## config.mk

```make
export PLATFORM = sky130hd
export DESIGN_NAME = branch_predictor_gen2_flat
export DESIGN_NICKNAME = d
export VERILOG_FILES = /design/src/rtl/branch_predictor_gen2_if.sv /design/src/rtl/branch_predictor_gen2.sv /design/src/flat_wrapper.sv
export SDC_FILE = /design/constraint.sdc
export NUM_CORES = 1
export LEC_CHECK = 0
export ABC_AREA = 0
export CAP_MARGIN = 20
export CORE_UTILIZATION = 64
export DETAILED_ROUTE_END_ITERATION = 12
export DONT_BUFFER_PORTS = 1
export MAX_ROUTING_LAYER = met4
export PLACE_DENSITY = 0.85
export SLEW_MARGIN = 20
export SYNTH_ARGS = -nofsm -noshare
export SYNTH_HDL_FRONTEND = slang
export SYNTH_SLANG_ARGS = --single-unit
```

## constraint.sdc

```tcl
create_clock -name clk -period 4.6 [get_ports clk]
set_input_delay 0.92 -clock clk [delete_from_list [all_inputs] [get_ports clk]]
set_output_delay 0.92 -clock clk [all_outputs]
set_load 0.01 [all_outputs]
```

## src/rtl/branch_predictor_gen2_if.sv

```systemverilog
// Fetch/decode-side bundle for branch_predictor_gen2: lookup PC, decode-stage training
// signals and the prediction outputs.
interface branch_predictor_gen2_if #(
  parameter int unsigned ADDR_W = 16,
  parameter int unsigned IDX_W  = 4,
  parameter int unsigned CTR_W  = 2
);
  logic              enable;
  logic [ADDR_W-1:0] PC_curr;
  logic [ADDR_W-1:0] IF_ID_PC_curr;
  logic [CTR_W-1:0]  IF_ID_prediction;
  logic [IDX_W-1:0]  IF_ID_ghr;
  logic              was_branch;
  logic              actual_taken;
  logic [ADDR_W-1:0] actual_target;
  logic              branch_mispredicted;
  logic [CTR_W-1:0]  prediction;
  logic [ADDR_W-1:0] predicted_target;
  logic              btb_hit;
  logic              predict_taken;
  logic [IDX_W-1:0]  ghr;

  modport master (
    output enable, PC_curr, IF_ID_PC_curr, IF_ID_prediction, IF_ID_ghr, was_branch,
           actual_taken, actual_target, branch_mispredicted,
    input  prediction, predicted_target, btb_hit, predict_taken, ghr
  );

  modport slave (
    input  enable, PC_curr, IF_ID_PC_curr, IF_ID_prediction, IF_ID_ghr, was_branch,
           actual_taken, actual_target, branch_mispredicted,
    output prediction, predicted_target, btb_hit, predict_taken, ghr
  );
endinterface

```

## src/rtl/branch_predictor_gen2.sv

```systemverilog
// Saturating-counter BHT plus tagged, valid-qualified BTB with combinational lookup.
// Define BP_GSHARE_EN to add a global history register that is XORed into the BHT index.
module branch_predictor_gen2 #(
  parameter int unsigned ADDR_W = 16,
  parameter int unsigned IDX_W  = 4,
  parameter int unsigned TAG_W  = 4,
  parameter int unsigned CTR_W  = 2
) (
  input logic                   clk,
  input logic                   rst,
  branch_predictor_gen2_if.slave bp
);
  localparam int unsigned Depth = 1 << IDX_W;
  localparam logic [CTR_W-1:0] CtrWeakNt = {1'b0, {(CTR_W-1){1'b1}}};
  localparam logic [CTR_W-1:0] CtrWeakT  = {1'b1, {(CTR_W-1){1'b0}}};
  localparam logic [CTR_W-1:0] CtrMax    = {CTR_W{1'b1}};
  localparam logic [CTR_W-1:0] CtrOne    = {{(CTR_W-1){1'b0}}, 1'b1};

  logic [CTR_W-1:0]  bht_q [Depth];
  logic [TAG_W-1:0]  tag_q [Depth];
  logic [ADDR_W-1:0] tgt_q [Depth];
  logic [Depth-1:0]  valid_q;

  logic [IDX_W-1:0] f_idx, f_bidx, u_idx, u_bidx, ghr_cur;
  logic [TAG_W-1:0] f_tag, u_tag;
  logic             f_hit, u_hit, upd;
  logic [CTR_W-1:0] f_ctr, u_ctr, u_ctr_inc, u_ctr_dec;

  assign f_idx = bp.PC_curr[IDX_W:1];
  assign f_tag = bp.PC_curr[IDX_W+TAG_W:IDX_W+1];
  assign u_idx = bp.IF_ID_PC_curr[IDX_W:1];
  assign u_tag = bp.IF_ID_PC_curr[IDX_W+TAG_W:IDX_W+1];

`ifdef BP_GSHARE_EN
  logic [IDX_W-1:0] ghr_q;
  assign ghr_cur = ghr_q;
  assign f_bidx  = f_idx ^ ghr_q;
  assign u_bidx  = u_idx ^ bp.IF_ID_ghr;

  // Mispredict repair takes priority over the speculative shift of a fetch hit.
  always_ff @(posedge clk) begin
    if (!rst) begin
      ghr_q <= '0;
    end else if (bp.enable) begin
      if (bp.branch_mispredicted) begin
        ghr_q <= {bp.IF_ID_ghr[IDX_W-2:0], bp.actual_taken};
      end else if (f_hit) begin
        ghr_q <= {ghr_q[IDX_W-2:0], bp.predict_taken};
      end
    end
  end

  logic unused_sig;
  assign unused_sig = ^{bp.IF_ID_prediction, bp.PC_curr, bp.IF_ID_PC_curr};
`else
  assign ghr_cur = '0;
  assign f_bidx  = f_idx;
  assign u_bidx  = u_idx;

  logic unused_sig;
  assign unused_sig = ^{bp.IF_ID_prediction, bp.PC_curr, bp.IF_ID_PC_curr, bp.IF_ID_ghr,
                        bp.branch_mispredicted};
`endif

  // Lookup: combinational on current table contents, no bypass from a same-cycle write.
  always_comb begin
    f_ctr = bht_q[f_bidx];
    f_hit = valid_q[f_idx] && (tag_q[f_idx] == f_tag);
  end

  assign bp.prediction       = f_ctr;
  assign bp.btb_hit          = f_hit;
  assign bp.predicted_target = f_hit ? tgt_q[f_idx] : '0;
  assign bp.predict_taken    = f_hit & f_ctr[CTR_W-1];
  assign bp.ghr              = ghr_cur;

  always_comb begin
    u_hit     = valid_q[u_idx] && (tag_q[u_idx] == u_tag);
    u_ctr     = bht_q[u_bidx];
    u_ctr_inc = (u_ctr == CtrMax) ? u_ctr : u_ctr + CtrOne;
    u_ctr_dec = (u_ctr == '0) ? u_ctr : u_ctr - CtrOne;
    upd       = bp.enable & bp.was_branch;
  end

  always_ff @(posedge clk) begin
    if (!rst) begin
      valid_q <= '0;
      for (int i = 0; i < Depth; i++) begin
        bht_q[i] <= CtrWeakNt;
        tag_q[i] <= '0;
        tgt_q[i] <= '0;
      end
    end else if (upd) begin
      if (u_hit) begin
        if (bp.actual_taken) begin
          bht_q[u_bidx] <= u_ctr_inc;
          tgt_q[u_idx]  <= bp.actual_target;
        end else begin
          bht_q[u_bidx] <= u_ctr_dec;
        end
      end else if (bp.actual_taken) begin
        valid_q[u_idx] <= 1'b1;
        tag_q[u_idx]   <= u_tag;
        tgt_q[u_idx]   <= bp.actual_target;
        bht_q[u_bidx]  <= CtrWeakT;
      end
    end
  end

endmodule
```

## src/flat_wrapper.sv

```systemverilog
// flat-port wrapper written by rule: the top's interface ports become plain ports
module branch_predictor_gen2_flat 
#(
  parameter int unsigned ADDR_W = 16,
  parameter int unsigned IDX_W  = 4,
  parameter int unsigned TAG_W  = 4,
  parameter int unsigned CTR_W  = 2
)
  (clk, rst, bp_enable, bp_PC_curr, bp_IF_ID_PC_curr, bp_IF_ID_prediction, bp_IF_ID_ghr, bp_was_branch, bp_actual_taken, bp_actual_target, bp_branch_mispredicted, bp_prediction, bp_predicted_target, bp_btb_hit, bp_predict_taken, bp_ghr);
  branch_predictor_gen2_if #(.ADDR_W(ADDR_W), .IDX_W(IDX_W), .CTR_W(CTR_W)) bp_i ();
  input logic clk;
  input logic rst;
  input wire logic [$bits(bp_i.enable)-1:0] bp_enable;
  input wire logic [$bits(bp_i.PC_curr)-1:0] bp_PC_curr;
  input wire logic [$bits(bp_i.IF_ID_PC_curr)-1:0] bp_IF_ID_PC_curr;
  input wire logic [$bits(bp_i.IF_ID_prediction)-1:0] bp_IF_ID_prediction;
  input wire logic [$bits(bp_i.IF_ID_ghr)-1:0] bp_IF_ID_ghr;
  input wire logic [$bits(bp_i.was_branch)-1:0] bp_was_branch;
  input wire logic [$bits(bp_i.actual_taken)-1:0] bp_actual_taken;
  input wire logic [$bits(bp_i.actual_target)-1:0] bp_actual_target;
  input wire logic [$bits(bp_i.branch_mispredicted)-1:0] bp_branch_mispredicted;
  output wire logic [$bits(bp_i.prediction)-1:0] bp_prediction;
  output wire logic [$bits(bp_i.predicted_target)-1:0] bp_predicted_target;
  output wire logic [$bits(bp_i.btb_hit)-1:0] bp_btb_hit;
  output wire logic [$bits(bp_i.predict_taken)-1:0] bp_predict_taken;
  output wire logic [$bits(bp_i.ghr)-1:0] bp_ghr;
  assign bp_i.enable = bp_enable;
  assign bp_i.PC_curr = bp_PC_curr;
  assign bp_i.IF_ID_PC_curr = bp_IF_ID_PC_curr;
  assign bp_i.IF_ID_prediction = bp_IF_ID_prediction;
  assign bp_i.IF_ID_ghr = bp_IF_ID_ghr;
  assign bp_i.was_branch = bp_was_branch;
  assign bp_i.actual_taken = bp_actual_taken;
  assign bp_i.actual_target = bp_actual_target;
  assign bp_i.branch_mispredicted = bp_branch_mispredicted;
  assign bp_prediction = bp_i.prediction;
  assign bp_predicted_target = bp_i.predicted_target;
  assign bp_btb_hit = bp_i.btb_hit;
  assign bp_predict_taken = bp_i.predict_taken;
  assign bp_ghr = bp_i.ghr;
  branch_predictor_gen2 #(.ADDR_W(ADDR_W), .IDX_W(IDX_W), .TAG_W(TAG_W), .CTR_W(CTR_W)) u_core (.clk(clk), .rst(rst), .bp(bp_i));
endmodule
```

### Word-level counts from Yosys, hierarchy flattened

Memories as Yosys holds them, arrays and structs flattened.
Cells that the tools add are included.

| storage, ports and cells | value |
|---|---|
| register bits after elaboration | 16 |
| memory bits (writable) | 352 |
| bits of input ports | 60 |
| output and inout port bits | 24 |
| memories | 3 |

| operators by class | value |
|---|---|
| add/sub/neg operators | 2 |
| order comparisons | 3 |
| equality and inequality tests | 3 |
| multiplexer cells | 36 |
| bitwise gates (word level) | 7 |
| reduce and logical (&&, ||, !) cells | 8 |

Memories:

| memory | words | width | rd ports | clocked after Yosys merged registers in | write ports | line | RTL |
|---|---|---|---|---|---|---|---|
| u_core.tgt_q | 16 | 16 | 1 | 0 | 16 | branch_predictor_gen2.sv:21 | `logic [ADDR_W-1:0] tgt_q [Depth];` |
| u_core.tag_q | 16 | 4 | 2 | 0 | 16 | branch_predictor_gen2.sv:20 | `logic [TAG_W-1:0] tag_q [Depth];` |
| u_core.bht_q | 16 | 2 | 2 | 0 | 16 | branch_predictor_gen2.sv:19 | `logic [CTR_W-1:0] bht_q [Depth];` |

Operators with widths:

| operator | count |
|---|---|
| two-way mux 16 bit | 3 |
| two-way mux 1 bit | 21 |
| two-way mux 4 bit | 4 |
| OR 16 bit | 1 |
| OR reduction 16 bit | 1 |
| less-than comparator 4 x 5 -> 1 bit, second input constant | 2 |
| two-way mux 2 bit | 5 |
| binary-select mux 1 bit (select 4 bit) | 2 |
| == test 4 bit | 2 |
| demux 1 bit (select 4 bit) | 1 |
| >= comparator 4 x 1 -> 1 bit, second input constant | 1 |
| OR reduction 4 bit | 1 |
| logical AND 1 bit | 3 |
| OR 1 bit | 3 |
| AND reduction 3 bit | 1 |
| adder 2 x 1 -> 2 bit, second input constant | 1 |
| bitwise AND 1 bit | 2 |
| == test 2 bit, second input constant | 1 |
| logical NOT 2 bit | 1 |
| OR reduction 2 bit | 1 |
| subtractor 2 x 1 -> 2 bit, second input constant | 1 |
| NOT 1 bit | 1 |

### Depth between registers and ports, before layout

| logic depth | value |
|---|---|
| word-level depth | 11 |
| mapped depth | 12 |
| depth with buffers taken out | 7 |

### Worst setup path before layout

No wires, ideal clock.

| timing | value |
|---|---|
| path kind | input -> output |
| start point | in bp_PC_curr[1] |
| end point | out bp_predict_taken |
| arrival | 3345 ps |
| slack | 335 ps |
| cell stages on the path | 6 |
| path buffers | 3 |
| cells stage by stage | buf_2 clkbuf_1 buf_1 mux4_2 mux4_2 nor2b_1 |

RTL lines:

| element | line | RTL |
|---|---|---|
| start: declaration | flat_wrapper.sv:14 | `input wire logic [$bits(bp_i.PC_curr)-1:0] bp_PC_curr;` |
| memory (16 x 2 bit) | n/a |  |
| via bp_prediction[1] | flat_wrapper.sv:22 | `output wire logic [$bits(bp_i.prediction)-1:0] bp_prediction;` |
| bitwise AND 1 bit | branch_predictor_gen2.sv:74 | `assign bp.predict_taken = f_hit & f_ctr[CTR_W-1];` |
| end: declaration | flat_wrapper.sv:25 | `output wire logic [$bits(bp_i.predict_taken)-1:0] bp_predict_taken;` |

The timed path passes the listed nets, and every way through them passes these cells. The select of a mux whose other input is x is not followed.

### Worst setup path after layout

| timing | value |
|---|---|
| start point | in bp_PC_curr[1] |
| end point | out bp_predicted_target[12] |

| on the way | value |
|---|---|
| longest elaborated chain between the ends | 4 |

RTL lines:

| element | line | RTL |
|---|---|---|
| memory (16 x 4 bit) or binary-select mux 1 bit (select 4 bit) (tied branches) | n/a |  |
| == test 4 bit or two-way mux 1 bit (tied branches) | branch_predictor_gen2.sv:68 | `f_hit = valid_q[f_idx] && (tag_q[f_idx] == f_tag);` |
| logical AND 1 bit | branch_predictor_gen2.sv:68 |  |
| two-way mux 16 bit * | branch_predictor_gen2.sv:73 | `assign bp.predicted_target = f_hit ? tgt_q[f_idx] : '0;` |
| end: declaration | flat_wrapper.sv:23 | `output wire logic [$bits(bp_i.predicted_target)-1:0] bp_predicted_target;` |

Every way passes the cells marked *; elsewhere a longest branch is shown, timed or not. The select of a mux whose other input is x is not followed.

==> impl_metrics.yaml <==
drt:
  wl_per_cell_um: 28.65
  drtIter0Drc: 1589
  drt.antenna.violating_nets: 0
  first_pass_iters: 7
  avgViaCountPerCell: 7.217
  drc: 0
  wirelength_um: 44550
  via_count: 11220
critical_path:
  cpPeakStageDelay_ns: 0.55
  worstSetupPathType: "primary input to primary output"
  rrSetupSlack_ns: 1.19
  setup.worst_path.end_class: "primary output"
  critical_path_required_ns: 3.68
  critPathLaunchType: "primary input"
  worstPathCellList: "mux4_2 > mux4_2 > xor2_1 > nor2_1 > nand4_1 > buf_4 > nor2b_1 > buf_4"
  crit_fanout: 92
  slowest_stage: "mux4_2"
  crit_arrival_ns: 3.09
logic_synthesis:
  synthArstFlopShare_pct: 0
  netlist_instances: 1214
  synth-seq-area-share_pct: 60.00
  syn_area_per_cell_sq_um: 14.95
  synth_edf_count: 352
  ys_seq_elements: 368
  synth_cell_type_count: 48
  synth.cell_area_sq_mm: 0.01815
  synthFlopType: "edfxtp_1"
  yosysWarnings: 0
floorplanning:
  initial_core_util_pct: 65.15
  die_h_um: 170.4
  placementRows: 61
  die_area_sq_mm: 0.02904
  ios: 84
  die_w_um: 170.4
  core_sq_mm: 0.02786
clock_network:
  clockRootBuffer: "clkbuf_16"
  cts_inserted_buffers: 37
  cts.repair_timing.setup_buffer_count: 0
  cts_tree: "done"
  cts_resized: 0
  cts_max_level: 2
  clk_pin_slew_ns: 0.06
  cts.sink_count: 368
  cts_buffer_depth: 3
  insertion_delay_ns: 0.52
  hold_buffers: 0
sta:
  timing_hold_violations_final: 0
  finalSetupViolCount: 0
  finalCritPeriodShare_pct: 87.10
  post-route-min-period_ns: 4.007
  tns_ns: 0
  slew_viol_final: 0
  slew_headroom_pct: 19.72
  max_slew.worst_pin.slew_ns: 1.201
  skew_ns: 0.008457
  holdWs_ns: 0.4868
  rsz0062_at_grt: "false"
  timing.fmax_ghz: 0.2496
flow_run:
  drv_cap: 0
pwr:
  p_per_area_mw_per_mm2: 369.7
  power_mw: 7.199
  ir_worst_vdd_v: 0.0002217
  p_leak_nw: 7.376
cells_and_area:
  finalNonFillerCells: 1555
  drive_gt1_share_pct: 21.24
  syn_to_final_growth_pct: 7.307
  nets: 1209
  antenna_cells: 0
place:
  dp_hpwl_um: 25560
  dp.cells: 1488
  place.gp.congestion: 0.8580
  port_buffers: 0
run_status:
  status: "finished, final reports clean"
grt:
  grt_pass1_vias: 11090
  grt_max_degree: 93
  grt_usage_pct: 32.55
  grt_pass1_wl_um: 66750
  grt-ovfl-total: 0
  antenna_found_initial: 1
worst_hold_path:
  hold_class: "flip-flop to flip-flop"
[routing by layer]
metal / vias to the layer above / share of wire, % / GRT usage, %
li1: 4621 / - / -
met1: 5553 / 34 / 40.90
met2: 902 / 50 / 52.17
met3: 147 / 11 / 6.512
met4: 0 / 3.9 / 13.55
met5: - / 0 / -
[where the power goes]
group,internal (mW),switching [mW],total [mW]
clock network,1.60,1.23,2.83
registers,3.82,0.0616,3.88
logic,0.242,0.239,0.481
total,5.66,1.53,7.20
[registers in the layout, indices dropped and copies added, names as in the netlist]
register / cells
u_core.tgt_q: 256
u_core.tag_q: 64
u_core.bht_q: 32
u_core.valid_q: 16
[path summary, 6_finish.rpt]
kind	from	end	cells after the start
worst min register to register	u_core.valid_q[7]	u_core.valid_q[7]	2
worst min-delay path	u_core.valid_q[7]	u_core.valid_q[7]	2
worst max-delay path	bp_PC_curr[1]	bp_predicted_target[12]	8
worst max register to register	u_core.tag_q[7][1]	u_core.bht_q[15][0]	8
[cell type report]
class	count	area [sq um]
Sequential cell	368	10890
Inverter	1	3.754
Timing Repair Buffer	38	285.3
Multi-Input combinational cell	703	6708
Tap cell	378	473.0
Fill cell	1653	8382
Clock buffer	58	1067
Clock inverter	9	48.80
[through the flow]
stage | utilization (%) | area [sq um] | setup slack (ns)
floorplan | - | 18160 | 0.3353
global placement | 65.91 | 18360 | 0.7797
detailed placement | 65.91 | 18360 | 0.6829
CTS | 69.91 | 19480 | 0.6651
global route | 69.91 | 19480 | 0.5783
finish | 69.91 | 19480 | 0.5934
[critical path: cells and delay by family]
family,cells,cell delay [ns]
buffers and inverters,2,0.41
muxes,2,1.03
and+or+nand+nor,3,0.47
xor gates and xnor gates,1,0.15
[cells in the mapped netlist (2+ instances only)]
cell / n / share of area, %
a211oi_1: 16 / 0.66
a211oi_2: 2 / 0.14
a21o_1: 9 / 0.37
a21oi_1: 2 / 0.055
a22o_1: 4 / 0.19
a22oi_1: 2 / 0.083
and2_1: 67 / 2.3
and3_1: 257 / 8.9
buf_1: 9 / 0.19
buf_2: 15 / 0.41
buf_4: 7 / 0.29
buf_6: 3 / 0.19
clkbuf_1: 109 / 2.3
dfxtp_1: 16 / 1.8
edfxtp_1: 352 / 58
mux2_1: 2 / 0.12
mux2_2: 6 / 0.37
mux2i_1: 7 / 0.39
mux4_2: 139 / 17
nand2_1: 45 / 0.93
nand2b_1: 5 / 0.17
nand3_1: 2 / 0.055
nand4_1: 2 / 0.069
nor2_1: 20 / 0.41
nor2b_1: 22 / 0.76
nor3_1: 5 / 0.14
o211ai_2: 3 / 0.21
o21ai_0: 33 / 0.91
o21ai_1: 8 / 0.22
o22a_1: 2 / 0.097
o22ai_1: 2 / 0.069
or3_1: 19 / 0.65
xnor2_1: 3 / 0.14
xor2_1: 5 / 0.24
[placed cells by master, fill, tap and decap left out, drive strengths merged, types with 18 or more instances in the layout]
master and count:
a211oi 18, and2 67, and3 257, buf 38, clkbuf 58, edfxtp 352
mux4 139, nand2 45, nor2 20, nor2b 22, o21ai 41, or3 19
[cell families (layout without fill, tap and decap cells)]
kind of cell | count (synthesis) | count (layout) | synth area share (%)
flip-flops | 368 | 368 | 60.00
XOR/XNOR | 8 | 8 | 0.3861
buffers and inverters | 146 | 106 | 3.488
AO/OA/AOI/OAI | 89 | 89 | 3.426
AND/OR/NAND/NOR | 448 | 448 | 14.55
other | 1 | 4 | 0.02066
multiplexers | 154 | 154 | 18.13
Note: power is estimated with default switching activity, not from simulation.
